==> config.mk <==
export PLATFORM = sky130hd
export DESIGN_NAME = mem_responder_flat
export DESIGN_NICKNAME = d
export VERILOG_FILES = /design/src/rtl/mem_responder_if.sv /design/src/rtl/mem_responder.sv /design/src/flat_wrapper.sv
export SDC_FILE = /design/constraint.sdc
export NUM_CORES = 2
export LEC_CHECK = 0
export BUFFER_PORTS_ARGS = -buffer_cell sky130_fd_sc_hd__buf_2
export CORE_MARGIN = 10
export CORE_UTILIZATION = 60
export CTS_CLUSTER_DIAMETER = 60
export DETAILED_ROUTE_END_ITERATION = 10
export MAX_ROUTING_LAYER = met4
export PLACE_DENSITY = 0.8
export SLEW_MARGIN = 10
export SYNTH_ARGS = -nofsm -noshare
export SYNTH_HDL_FRONTEND = slang
export SYNTH_SLANG_ARGS = --single-unit
==> constraint.sdc <==
create_clock -name clk -period 4.7 [get_ports clk]
set_input_delay 0.705 -clock clk [delete_from_list [all_inputs] [get_ports clk]]
set_output_delay 0.705 -clock clk [all_outputs]
set_load 0.1 [all_outputs]
==> src/rtl/mem_responder_if.sv <==
// mem_responder_if: request/response bundle between the MDR/MAR datapath and mem_responder.
//
// Signals
//   addr      16  word address from MAR
//   dWriteIn  16  write data from MDR dToWriteOut
//   memRead    1  level read request
//   memWrite   1  level write request
//   dReadOut  16  registered read data to MDR dReadIn
//   readEn     1  one-cycle read strobe; the MDR latches on its rising edge
//   writeDone  1  one-cycle write acknowledge
//   busy       1  high while a transaction is in flight
//   memErr     1  out-of-range access flag, present only with MEM_BOUNDS_CHECK_EN
//
// Modports: master = datapath side, slave = responder side.
// Optional feature macro: MEM_BOUNDS_CHECK_EN.

interface mem_responder_if;
    logic [15:0] addr;
    logic [15:0] dWriteIn;
    logic        memRead;
    logic        memWrite;
    logic [15:0] dReadOut;
    logic        readEn;
    logic        writeDone;
    logic        busy;
`ifdef MEM_BOUNDS_CHECK_EN
    logic        memErr;
`endif

    modport master (
        output addr, dWriteIn, memRead, memWrite,
        input  dReadOut, readEn, writeDone, busy
`ifdef MEM_BOUNDS_CHECK_EN
        , input memErr
`endif
    );

    modport slave (
        input  addr, dWriteIn, memRead, memWrite,
        output dReadOut, readEn, writeDone, busy
`ifdef MEM_BOUNDS_CHECK_EN
        , output memErr
`endif
    );
endinterface

==> src/rtl/mem_responder.sv <==
// mem_responder: memory-side responder for the MDR/MAR datapath.
//
// Accepts level read/write requests while idle, waits WAIT_CYCLES states, then accesses an
// internal 2^AWIDTH x 16 synchronous array. Reads update dReadOut one cycle before the readEn
// strobe; writes are acknowledged with a writeDone pulse.
//
// Ports
//   clk    system clock, rising edge
//   reset  synchronous, active-high reset (does not clear the array)
//   bus    mem_responder_if.slave: addr, dWriteIn, memRead, memWrite in;
//          dReadOut, readEn, writeDone, busy (and memErr) out
//
// Parameters
//   AWIDTH       array index width (1..15); the index is addr[AWIDTH-1:0]
//   WAIT_CYCLES  wait states between acceptance and array access (0..15)
//
// Optional feature macro: MEM_BOUNDS_CHECK_EN. When defined, a request with any address bit
// above AWIDTH set still runs the full sequence but writes nothing, reads back 0 and raises
// memErr alongside the response strobe. When undefined the upper address bits wrap.

module mem_responder #(
    parameter int unsigned AWIDTH      = 8,
    parameter int unsigned WAIT_CYCLES = 2
) (
    input logic           clk,
    input logic           reset,
    mem_responder_if.slave bus
);

    localparam int unsigned Depth = 1 << AWIDTH;

    if (WAIT_CYCLES > 15) begin : g_bad_wait
        $error("mem_responder: WAIT_CYCLES must be in 0..15");
    end
    if (AWIDTH < 1 || AWIDTH > 15) begin : g_bad_awidth
        $error("mem_responder: AWIDTH must be in 1..15");
    end

    typedef enum logic [2:0] {StIdle, StWait, StAccess, StResp, StDone} state_e;

    state_e            state_q, state_d;
    logic [3:0]        cnt_q, cnt_d;
    logic [AWIDTH-1:0] addr_q, addr_d;
    logic [15:0]       wdata_q, wdata_d;
    logic              op_wr_q, op_wr_d;
    logic [15:0]       dread_q, dread_d;
    logic              read_en_q, read_en_d;
    logic              write_done_q, write_done_d;
    logic              busy_q, busy_d;
    logic              mem_we;
    logic              acc_err;

    // Not reset: contents are undefined after power-up.
    logic [15:0]       mem [Depth];

`ifdef MEM_BOUNDS_CHECK_EN
    logic err_q, err_d;
    logic mem_err_q, mem_err_d;
    assign acc_err = err_q;
`else
    // Upper address bits deliberately ignored: the array wraps.
    logic unused_addr_hi;
    assign unused_addr_hi = ^bus.addr[15:AWIDTH];
    assign acc_err        = 1'b0;
`endif

    always_comb begin
        state_d      = state_q;
        cnt_d        = cnt_q;
        addr_d       = addr_q;
        wdata_d      = wdata_q;
        op_wr_d      = op_wr_q;
        dread_d      = dread_q;
        read_en_d    = read_en_q;
        write_done_d = write_done_q;
        busy_d       = busy_q;
        mem_we       = 1'b0;
`ifdef MEM_BOUNDS_CHECK_EN
        err_d        = err_q;
        mem_err_d    = mem_err_q;
`endif

        unique case (state_q)
            StIdle: begin
                if (bus.memRead || bus.memWrite) begin
                    addr_d  = bus.addr[AWIDTH-1:0];
                    wdata_d = bus.dWriteIn;
                    // Read wins when both requests are high.
                    op_wr_d = bus.memWrite && !bus.memRead;
                    busy_d  = 1'b1;
`ifdef MEM_BOUNDS_CHECK_EN
                    err_d   = |bus.addr[15:AWIDTH];
`endif
                    if (WAIT_CYCLES == 0) begin
                        state_d = StAccess;
                    end else begin
                        state_d = StWait;
                        cnt_d   = 4'(WAIT_CYCLES);
                    end
                end
            end
            StWait: begin
                cnt_d = cnt_q - 4'd1;
                if (cnt_q <= 4'd1) begin
                    state_d = StAccess;
                end
            end
            StAccess: begin
                if (op_wr_q) begin
                    mem_we = !acc_err;
                end else begin
                    dread_d = acc_err ? 16'h0000 : mem[addr_q];
                end
                state_d = StResp;
            end
            StResp: begin
                read_en_d    = !op_wr_q;
                write_done_d = op_wr_q;
`ifdef MEM_BOUNDS_CHECK_EN
                mem_err_d    = err_q;
`endif
                state_d      = StDone;
            end
            StDone: begin
                read_en_d    = 1'b0;
                write_done_d = 1'b0;
                busy_d       = 1'b0;
`ifdef MEM_BOUNDS_CHECK_EN
                mem_err_d    = 1'b0;
`endif
                state_d      = StIdle;
            end
            default: begin
                state_d = StIdle;
            end
        endcase
    end

    always_ff @(posedge clk) begin
        if (reset) begin
            state_q      <= StIdle;
            cnt_q        <= 4'd0;
            addr_q       <= '0;
            wdata_q      <= 16'h0000;
            op_wr_q      <= 1'b0;
            dread_q      <= 16'h0000;
            read_en_q    <= 1'b0;
            write_done_q <= 1'b0;
            busy_q       <= 1'b0;
`ifdef MEM_BOUNDS_CHECK_EN
            err_q        <= 1'b0;
            mem_err_q    <= 1'b0;
`endif
        end else begin
            state_q      <= state_d;
            cnt_q        <= cnt_d;
            addr_q       <= addr_d;
            wdata_q      <= wdata_d;
            op_wr_q      <= op_wr_d;
            dread_q      <= dread_d;
            read_en_q    <= read_en_d;
            write_done_q <= write_done_d;
            busy_q       <= busy_d;
`ifdef MEM_BOUNDS_CHECK_EN
            err_q        <= err_d;
            mem_err_q    <= mem_err_d;
`endif
        end
    end

    // Reset at the access edge aborts the write.
    always_ff @(posedge clk) begin
        if (!reset && mem_we) begin
            mem[addr_q] <= wdata_q;
        end
    end

    assign bus.dReadOut  = dread_q;
    assign bus.readEn    = read_en_q;
    assign bus.writeDone = write_done_q;
    assign bus.busy      = busy_q;
`ifdef MEM_BOUNDS_CHECK_EN
    assign bus.memErr    = mem_err_q;
`endif

endmodule

==> src/flat_wrapper.sv <==
// flat-port wrapper written by rule: the top's interface ports become plain ports
module mem_responder_flat 
#(
    parameter int unsigned AWIDTH      = 8,
    parameter int unsigned WAIT_CYCLES = 2
)
  (clk, reset, bus_addr, bus_dWriteIn, bus_memRead, bus_memWrite, bus_dReadOut, bus_readEn, bus_writeDone, bus_busy);
  mem_responder_if bus_i ();
  input logic clk;
  input logic reset;
  input wire logic [$bits(bus_i.addr)-1:0] bus_addr;
  input wire logic [$bits(bus_i.dWriteIn)-1:0] bus_dWriteIn;
  input wire logic [$bits(bus_i.memRead)-1:0] bus_memRead;
  input wire logic [$bits(bus_i.memWrite)-1:0] bus_memWrite;
  output wire logic [$bits(bus_i.dReadOut)-1:0] bus_dReadOut;
  output wire logic [$bits(bus_i.readEn)-1:0] bus_readEn;
  output wire logic [$bits(bus_i.writeDone)-1:0] bus_writeDone;
  output wire logic [$bits(bus_i.busy)-1:0] bus_busy;
  assign bus_i.addr = bus_addr;
  assign bus_i.dWriteIn = bus_dWriteIn;
  assign bus_i.memRead = bus_memRead;
  assign bus_i.memWrite = bus_memWrite;
  assign bus_dReadOut = bus_i.dReadOut;
  assign bus_readEn = bus_i.readEn;
  assign bus_writeDone = bus_i.writeDone;
  assign bus_busy = bus_i.busy;
  mem_responder #(.AWIDTH(AWIDTH), .WAIT_CYCLES(WAIT_CYCLES)) u_core (.clk(clk), .reset(reset), .bus(bus_i));
endmodule
Yosys cells after proc, flatten, opt, wreduce, memory -nomap -nowiden:

Memory sizes are Yosys's and may differ from the RTL's. A register that Yosys moved wholly into a read port is not among the register bits.
Index checks and enable logic that the tools add are counted.

* output and inout bits: 19
* memories kept: 1
* input bits: 36
* memory bits (writable): 4096
* bits in registers: 35

* reductions and logical operators: 15
* bitwise logic cells: 1
* eq/ne operators: 6
* add/sub/neg operators: 1
* $lt $le $gt $ge: 1
* mux-type cells: 13

Memory list
* u_core.mem: depth 256, width 16, rd ports 1, clocked after Yosys merged registers in 1, write ports 1, RTL line mem_responder.sv:54 `logic [15:0] mem [Depth];`

Operator list (count)
* case mux 3 bit (4 select lines): 1
* AND reduction 2 bit: 5
* case mux 4 bit (2 select lines): 1
* equality test 3 x 2 -> 1 bit (second input constant): 2
* two-way mux 3 bit: 2
* case mux 1 bit (2 select lines): 3
* nonzero test 2 bit: 3
* two-way mux 1 bit: 5
* <= comparator 4 x 1 -> 1 bit (second input constant): 1
* two-way mux 4 bit: 1
* != test 2 x 1 -> 1 bit (second input constant): 2
* subtractor 4 x 1 -> 4 bit (second input constant): 1
* equality test 3 x 1 -> 1 bit (second input constant): 1
* equality test 3 bit (second input constant): 1
* logical NOT 1 bit: 3
* logical NOT 3 bit: 1
* logical AND 1 bit: 2
* logical OR 1 bit: 1
* inverter 1 bit: 1

Longest topological paths before layout:

* depth in word-level cells: 5
* gate-level depth with buffers: 14
* gate-level depth less buffers: 7

Least setup slack after synthesis:

No wires, ideal clock.

* path kind: reg2reg
* start point: register u_core.wdata_q[0]
* end point: memory u_core.mem[0][0], data pin
* setup slack: 447 ps
* required time: 3844 ps
* arrival: 3397 ps
* buffers on the path: 0
* stages on the path, launching flop included: 1
* cells stage by stage: dfxtp_1

RTL lines
* start: declaration: RTL line mem_responder.sv:44 `logic [15:0] wdata_q, wdata_d;`
* start signal: assignment: RTL line mem_responder.sv:158 `wdata_q <= wdata_d;`
* end: declaration: RTL line mem_responder.sv:54

No word-level cell before the write port.

==> out/results.tsv <==
metric	value	unit
FF-to-FF End	u_core.bus.dReadOut[4]	
port bufs	46	
Async SR Flop Fraction	0	%
Worst setup endpoint	u_core.bus.dReadOut[4]	
Critical path origin	u_core.addr_q[0]	
DP Wirelength	248000	µm
Worst VDD drop	0.539	mV
leakage power	56.9	nW
Ys Warns	0	
critical path depth	8	
measured slew at the worst slew-check pin	1.44	ns
met1 WL	141000	µm
slowest stage cell, crit path	dfxtp_4	
fin worst setup slack	0.000504	ns
Post-Synth Adder-Cell Area	0.0157	%
Tot Pwr	0.0852	W
Cell Pwr Density	474	nW/µm²
Synth Area in Simple Gates	2.09	%
Worst Hold Class	in -> reg	
CP Launch Type	flop	
GP Congestion	0.992	
Crit Path Class	reg -> reg	
Area growth syn-to-layout	13.0	%
Slew Limit Fails	0	
XOR/XNOR share of the synthesized area	0.0110	%
total wire length	448000	µm
Die Y	535	µm
Worst Path Required	5.55	ns
main combinational cell family by area after synthesis	multiplexers	
vias in the first global route	84500	
die width	535	µm
num rows	188	
worst r2r path cells	8	
CTS Sinks	4147	
uppermost layer routed	met4	
CP max FO	40	
root buf cell	clkbuf_16	
area leader, netlist	edfxtp_1	
Post-synth top cells	edfxtp_1 (4096), mux4_2 (1021), nor2_1 (362)	
crit path time final	4.70	ns
core area	263000	µm²
CP endpoint kind	flop	
# Max-Cap Violations	0	
Seq/Total Area, Yosys	78.0	%
CTS H-Tree Depth	5	
#FFs+latches synth	4147	
Final Core Density	68.3	%
clk buf depth	4	
DRT iter0 DRCs	16000	
Primary FF master, synth	edfxtp_1	
global-route wire length before repair	637000	µm
Syn Nets	7210	
worst clock skew	0.110	ns
layout cells sized above 1	27.8	%
FF-to-FF setup slack	0.0005	ns
drt pass-1 iters	9	
worst r2r src	u_core.addr_q[0]	
most numerous cell in the Yosys netlist	edfxtp_1	
period utilization	100	%
Final #Nets	7842	
Peak Freq	0.213	GHz
cells after synthesis	7172	
mux contribution to synthesized area	16.1	%
Ports	55	
Detail Route met2 WL	209000	µm
critical path cell sequence	buf_12, mux4_2, a22o_1, a221oi_1, a31oi_1, nor4_1, buf_4, a311oi_1	
DIE AREA	286000	µm²
CP Buf/Inv Count	2	
status	complete, no violations	
grt ovf	0	
CTS tree	yes	
Largest stage delay, worst path	1.04	ns
Synth cell types	75	
Clk Latency, worst-skew pair	1.01	ns
setup TNS	0	ns
metal3 WL	65800	µm
Hold WS	0.0336	ns
Initial Utilization	60.4	%
Slew headroom	4.15	%
Crit path max-delay family	compound AO/OA/AOI/OAI gates	
drt drc	0	
main area contributors after synthesis	edfxtp_1 (77%), mux4_2 (14%), mux2i_1 (1.5%)	
post-place setup slack	0.157	ns
total CTS buffers	401	
via/cell ratio	7.27	
Synth Area in Compound Gates	2.33	%
GRT Total Usage	32.0	%
WL/cell	38.4	µm
mapped cell area	159000	µm²
initial antenna violation count	37	
Reg clk slew, reported paths	0.07	ns
crit path DAT	5.55	ns
Final setup viols	0	
Antenna Nets Post-Route	0	
Synth top area share	77.3	%
syn avg cell area	22.2	µm²
vias	84800	
Final Hold Viols	0	
EDFF count, synth	4096	
largest net degree at the start of global routing	193	
RSZ-0062 raised after global routing	false	
[power by group]
group | internal [W] | leakage, nW | switching, W
logic | 0.00372 | 12.7 | 0.00707
registers | 0.0419 | 38.0 | 0.000788
clock network | 0.0180 | 6.21 | 0.0137
[logic make-up (layout without fill, tap and decap cells)]
| logic type | Yosys count | after routing |
|---|---|---|
| DFF | 4147 | 4147 |
| muxes | 1283 | 1283 |
| and+or+nand+nor | 777 | 777 |
| AOI/OAI and AO/OA | 536 | 536 |
| buffers and inverters | 425 | 1373 |
| adders and majority gates | 2 | 2 |
| xor gates and xnor gates | 2 | 2 |
| other | 0 | 40 |
[sequential cells by signal (all words and copies together), names as in the netlist]
signal                cells
u_core.op_wr_q            1
u_core.bus.writeDone      1
u_core.wdata_q           16
u_core.state_q            3
u_core.bus.readEn         1
u_core.bus.dReadOut      16
u_core.cnt_q              4
u_core.addr_q             8
u_core.bus.busy           1
u_core.mem             4096
[cell usage in the layout (no fill, tap or decap), drive strengths merged, types with 17 or more instances in the layout]
| master | count |
|---|---|
| inv | 17 |
| a32oi | 35 |
| clkbuf | 483 |
| a31oi | 22 |
| mux2i | 245 |
| mux4 | 1021 |
| o21ai | 70 |
| mux2 | 17 |
| nor2 | 362 |
| a22oi | 70 |
| o22ai | 91 |
| bufinv | 40 |
| dfxtp | 51 |
| nand2 | 230 |
| nor4 | 20 |
| a211oi | 27 |
| dlygate4sd3 | 20 |
| nor3 | 23 |
| a21oi | 82 |
| buf | 625 |
| o221ai | 21 |
| clkinv | 177 |
| a221oi | 17 |
| diode | 40 |
| nand3 | 52 |
| edfxtp | 4096 |
| o22a | 18 |
[tightest hold or removal path, delay by kind of cell]
family                 cells  cell delay [ns]
AO/OA/AOI/OAI              1             0.09
buffers and inverters      1             0.09
AND/OR/NAND/NOR            1             0.09
[through the flow]
stage / std cells / area (µm²)
finish: 11700 / 180000
global route: 11700 / 180000
CTS: 11600 / 180000
global placement: 10900 / 167000
detailed placement: 10900 / 167000
floorplan: 7172 / 159000
[how the worst min path moves through the flow]
| stage | startpoint | endpoint | slack (ns) | cells after the start |
|---|---|---|---|---|
| after detailed placement | u_core.cnt_q[3] | u_core.cnt_q[3] | 0.48 | 2 |
| after global placement | u_core.cnt_q[3] | u_core.cnt_q[3] | 0.47 | 2 |
| after floorplan | u_core.cnt_q[3] | u_core.cnt_q[3] | 0.45 | 2 |
| final | bus_addr[4] | u_core.addr_q[4] | 0.03 | 3 |
| after CTS | bus_addr[4] | u_core.addr_q[4] | 0.0006 | 3 |
| after global routing | bus_addr[4] | u_core.addr_q[4] | 0.01 | 3 |
[final cells by class]
class,count,area [µm²]
Antenna cell,40,100
Clock buffer,483,10500
Clock inverter,236,2210
Fill cell,14600,83500
Inverter,9,46.3
Multi-Input combinational cell,2600,32800
Sequential cell,4147,124000
Tap cell,3515,4400
Timing Repair Buffer,645,5640
[timing repair]
item | 4_1_cts | 5_1_grt
hold buffers | 20 | 0
buffers inserted | 0 | 0
endpoints found under the hold margin | 20 | 0
resized for setup | 0 | 0
[per-layer routing]
layer	vias up	track usage [%]
met1	43500	39.5
met5	-	-
met3	1698	10.5
met2	8081	47.4
met4	0	17.7
li1	31600	-
Power figures use the tool's default switching activity.
